[src/rtl/hazard_scoreboard.sv]
// RAW hazard detection and pipeline stall/flush control for a non-forwarding 5-stage pipeline.
// A shift-register scoreboard holds the destination registers still in flight behind ID.
module hazard_scoreboard #(
   parameter int HAZ_DEPTH = 3,
   parameter int CNT_W     = 32
) (
   input  logic             i_clk,
   input  logic             i_reset,
   input  logic             i_id_valid,
   input  logic [4:0]       i_id_rs1_addr,
   input  logic             i_id_rs1_used,
   input  logic [4:0]       i_id_rs2_addr,
   input  logic             i_id_rs2_used,
   input  logic [4:0]       i_id_rd_addr,
   input  logic             i_id_rd_wren,
   input  logic             i_stall_load,
   input  logic             i_flush,
   output logic             o_pc_en,
   output logic             o_ifid_en,
   output logic             o_ifid_flush,
   output logic             o_idex_en,
   output logic             o_idex_bubble,
   output logic             o_raw_stall,
   output logic [CNT_W-1:0] o_raw_stall_cnt
);

   logic [HAZ_DEPTH-1:0] sb_valid;
   logic [4:0]           sb_rd [HAZ_DEPTH];
   logic [CNT_W-1:0]     raw_cnt;

   logic match_rs1;
   logic match_rs2;
   logic hit_rs1;
   logic hit_rs2;
   logic raw;
   logic sb_shift;
   logic sb_load;
   logic cnt_inc;
   logic new_valid;

   always_comb begin
      match_rs1 = 1'b0;
      match_rs2 = 1'b0;
      for (int k = 0; k < HAZ_DEPTH; k++) begin
         if (sb_valid[k] && (sb_rd[k] == i_id_rs1_addr)) match_rs1 = 1'b1;
         if (sb_valid[k] && (sb_rd[k] == i_id_rs2_addr)) match_rs2 = 1'b1;
      end
   end

   // x0 is hardwired, so reading it never waits on anything in flight
   assign hit_rs1 = i_id_valid & i_id_rs1_used & (i_id_rs1_addr != 5'd0) & match_rs1;
   assign hit_rs2 = i_id_valid & i_id_rs2_used & (i_id_rs2_addr != 5'd0) & match_rs2;
   assign raw     = hit_rs1 | hit_rs2;

   // Priority: freeze, flush, raw, normal. Reset forces every control low.
   always_comb begin
      o_pc_en       = 1'b0;
      o_ifid_en     = 1'b0;
      o_ifid_flush  = 1'b0;
      o_idex_en     = 1'b0;
      o_idex_bubble = 1'b0;
      o_raw_stall   = 1'b0;
      sb_shift      = 1'b0;
      sb_load       = 1'b0;
      cnt_inc       = 1'b0;
      if (!i_reset && !i_stall_load) begin
         sb_shift = 1'b1;
         if (i_flush) begin
            o_pc_en       = 1'b1;
            o_ifid_en     = 1'b1;
            o_ifid_flush  = 1'b1;
            o_idex_en     = 1'b1;
            o_idex_bubble = 1'b1;
         end else if (raw) begin
            o_idex_en     = 1'b1;
            o_idex_bubble = 1'b1;
            o_raw_stall   = 1'b1;
            cnt_inc       = 1'b1;
         end else begin
            o_pc_en   = 1'b1;
            o_ifid_en = 1'b1;
            o_idex_en = 1'b1;
            sb_load   = 1'b1;
         end
      end
   end

   assign new_valid = sb_load & i_id_valid & i_id_rd_wren & (i_id_rd_addr != 5'd0);

   always_ff @(posedge i_clk or posedge i_reset) begin
      if (i_reset) begin
         sb_valid <= '0;
         for (int k = 0; k < HAZ_DEPTH; k++) sb_rd[k] <= 5'd0;
      end else if (sb_shift) begin
         for (int k = HAZ_DEPTH - 1; k > 0; k--) begin
            sb_valid[k] <= sb_valid[k-1];
            sb_rd[k]    <= sb_rd[k-1];
         end
         sb_valid[0] <= new_valid;
         sb_rd[0]    <= i_id_rd_addr;
      end
   end

   always_ff @(posedge i_clk or posedge i_reset) begin
      if (i_reset) begin
         raw_cnt <= '0;
      end else if (cnt_inc && (raw_cnt != {CNT_W{1'b1}})) begin
         raw_cnt <= raw_cnt + 1'b1;
      end
   end

   assign o_raw_stall_cnt = i_reset ? '0 : raw_cnt;

endmodule

[config.mk]
export PLATFORM = sky130hd
export DESIGN_NAME = hazard_scoreboard
export DESIGN_NICKNAME = d
export VERILOG_FILES = /design/src/rtl/hazard_scoreboard.sv
export SDC_FILE = /design/constraint.sdc
export NUM_CORES = 1
export LEC_CHECK = 0
export BUFFER_PORTS_ARGS = -buffer_cell sky130_fd_sc_hd__buf_2
export CAP_MARGIN = 10
export CORE_ASPECT_RATIO = 2
export CORE_UTILIZATION = 54
export DETAILED_ROUTE_END_ITERATION = 7
export HOLD_SLACK_MARGIN = 0.02
export PLACE_DENSITY = 0.89
export SLEW_MARGIN = 5
export SYNTH_ARGS = -nofsm -noshare
export SYNTH_HDL_FRONTEND = slang
export SYNTH_SLANG_ARGS = --single-unit
export TNS_END_PERCENT = 30
[constraint.sdc]
create_clock -name i_clk -period 2.34 [get_ports i_clk]
set_clock_uncertainty 0.05 [all_clocks]
set_input_delay 0.468 -clock i_clk [delete_from_list [all_inputs] [get_ports i_clk]]
set_output_delay 0.468 -clock i_clk [all_outputs]
set_load 0.01 [all_outputs]
==> results.cfg <==
[outcome]
status = finished, violations left
violations = setup timing

[timing]
fmax_ghz = 0.390
setup_ws_ps = -222
worst_pin_slew_ps = 427
setup_viol = 32
rsz0062_at_grt = yes
hold_violations = 0
final-max-slew-violation-count = 0
relSlewSlack_pct = 71.5
period_share_pct = 110
layout_min_cycle_time_ps = 2560

[critical_path]
endpoint = o_idex_bubble
cp.required_ps = 1820
critPathKind = flop to primary output
worstPathArrival_ps = 2040
worstReg2RegEnd = raw_cnt[30]$_DFFE_PP0P_
startpoint = sb_rd[12]$_DFFE_PP0P_
critPathMaxFanout = 3
start_kind = flop
r2r-start = sb_rd[2]$_DFFE_PP0P_
ff2ff_path_depth = 12
crit_path_end_kind = primary output
rrSetupSlack_ps = -150

[clock_tree]
cts_buffers = 5
ctsHoldBuffers = 0
clockBufferDepth = 2
clock_latency_ps = 300
h-tree-depth = 2
cts_tree = yes
clk_root_buffer_cell = clkbuf_8
clk_pin_slew_worst_paths_ps = 80
clkSinkCount = 50

[detailed_routing]
antenna_left = 0
drtIter0Drc = 64
dr.pass1.iters = 4
wl_um = 6900
wl_met3_um = 211
wl_met2_um = 4100
drcViolationCount = 0
viasPerCell = 5.59
top_layer = met4
wl_per_cell_um = 16.6
dr_total_vias = 2320
wl_met1_um = 2410

[logic_synthesis]
syn_nets = 293
ys_types = 32
ys_seq_area_share_pct = 44.1
ys.flop_type = dfrtp_1
yosysTopAreaCell = dfrtp_1
synth_warnings = 0
async_reset_ff_share_pct = 100
ys_seq_elements = 50
ys_top_cells_by_area = dfrtp_1 44%, xnor2_1 11%, xor2_1 7.7%
synth-edff-count = 0
syn_area_um2 = 2840
yosysTopAreaCellShare_pct = 44.1
syn_area_per_cell_um2 = 10.6
syn_inst = 269

[die]
die_x_um = 53.3
rows = 37
coreArea_um2 = 5090
die-area_um2 = 5570
ios = 61
fp.dieH_um = 105
initial_core_util_pct = 55.7

[grt]
overflow = 0
antenna_found_initial = 0
grt.total_usage_pct = 25.0
grt_max_degree = 37
grt_pass1_wl_um = 10200
first_global_vias = 2335

[finish]
n_antenna_cell = 0
final_cells = 415
drive_gt1_share_pct = 39.5
nNetsFinal = 380
area_growth_pct = 26.3

[power]
leakagePower_uw = 0.00170
p_total_uw = 1950
powerDensity_nw_per_um2 = 545
peakVddDrop_uv = 636

[worst_hold_path]
hold_path.class = input pin to flop
holdCritStartpoint = i_id_rd_addr[0]

[placement]
place_inst = 398
portBuffers = 60
gp_congestion = 0.771
dpl.hpwl_um = 4970

[run]
cap_viol_max_count = 0
## routing by layer
| layer | track usage [%] | vias to the layer above |
|---|---|---|
| li1 | - | 1096 |
| met1 | 23.3 | 1149 |
| met2 | 49.6 | 61 |
| met3 | 3.06 | 14 |
| met4 | 9.21 | 0 |
| met5 | 0 | - |
## cells in the mapped netlist, types with 2 or more instances
| master | instances |
|---|---|
| a21boi_0 | 2 |
| buf_6 | 3 |
| dfrtp_1 | 50 |
| nor4_1 | 6 |
| clkbuf_1 | 4 |
| mux2_2 | 18 |
| nor2b_1 | 33 |
| xnor2_1 | 36 |
| nand3_1 | 19 |
| and2_1 | 3 |
| o21ai_0 | 2 |
| xor2_1 | 25 |
| nand4_1 | 13 |
| nand3_2 | 2 |
| buf_1 | 3 |
| or4_1 | 3 |
| nor3_1 | 2 |
| inv_1 | 3 |
| nor2_1 | 6 |
| o211ai_1 | 2 |
| nand2_1 | 10 |
| a31o_2 | 2 |
| and3_1 | 13 |
## flip-flops by register name, indices dropped and copies added, names as in the netlist
register / flops
raw_cnt: 32
sb_rd: 15
sb_valid: 3
## per-stage QoR
step                area, µm²  setup WS (ps)  setup TNS [ps]  hold slack, ps  util (%)
detailed placement       3320           -186           -4180             427      65.2
finish                   3590           -222           -2270             360      70.4
global placement         3320           -112           -1880             416      65.2
CTS                      3480           -193            -592             356      68.3
global route             3590           -355           -6400             363      70.4
floorplan                2840           41.1               0             402         -
## cell families after synthesis
kind of cell,count (synthesis),share of synthesized area [%]
buffers and inverters,14,2.78
XOR/XNOR,61,18.8
multiplexers,18,7.14
adder cells (fa/ha/maj),1,0.441
flip-flops,50,44.1
AND/OR/NAND/NOR,114,23.8
AO/OA/AOI/OAI,11,2.95
## power by group
group / internal [µW] / leakage (µW) / switching, µW
sequential: 937 / 0.000660 / 88.1
combinational: 222 / 0.000996 / 193
clock: 239 / 0.0000482 / 274
## worst max-delay path, stage by stage (launching register included)
cell and delay (ps):
dfrtp_2 450, xor2_2 170, nor4_4 320, nand3_1 110
a31o_2 270, and2_4 160, a21boi_2 120, buf_2 130
## timing repair
action,4_1_cts,5_1_grt
pin swaps,10,20
setup endpoints to repair,12,32
setup buffers,4,3
resized for setup,9,18
cloned,0,2
## how the worst min path moves through the flow
stage,cells past startpoint,to
after floorplan,1,raw_cnt[28]$_DFFE_PP0P_
after global placement,1,raw_cnt[30]$_DFFE_PP0P_
after detailed placement,1,raw_cnt[26]$_DFFE_PP0P_
after CTS,2,sb_rd[10]$_DFFE_PP0P_
after global routing,2,sb_rd[10]$_DFFE_PP0P_
final,2,sb_rd[10]$_DFFE_PP0P_
## final cells by class
class	instances	area, µm²
fillers	394	1510
flip-flops and latches	50	1260
well taps	58	72.6
clock buffers	7	86.3
clock inverters	1	5.00
inverters	3	11.3
repair buffers	91	564
multi-input cells	205	1590
## placed cells by master (no fill, tap or decap), types with 2 or more instances in the layout
cell type,instances
nand2_1,10
a21boi_2,2
and2_1,2
buf_4,25
nand3_2,2
o21ai_0,2
buf_2,60
xor2_1,22
clkbuf_8,6
o211ai_1,2
or4_1,3
nand4_1,13
xor2_2,3
inv_1,2
mux2_2,18
dfrtp_1,45
dfrtp_2,5
buf_6,5
nor2_1,6
nor2b_1,33
nand3_1,19
nor4_2,4
xnor2_1,36
nor3_1,2
a31o_2,2
and3_1,13
Power figures use the tool's default switching activity.
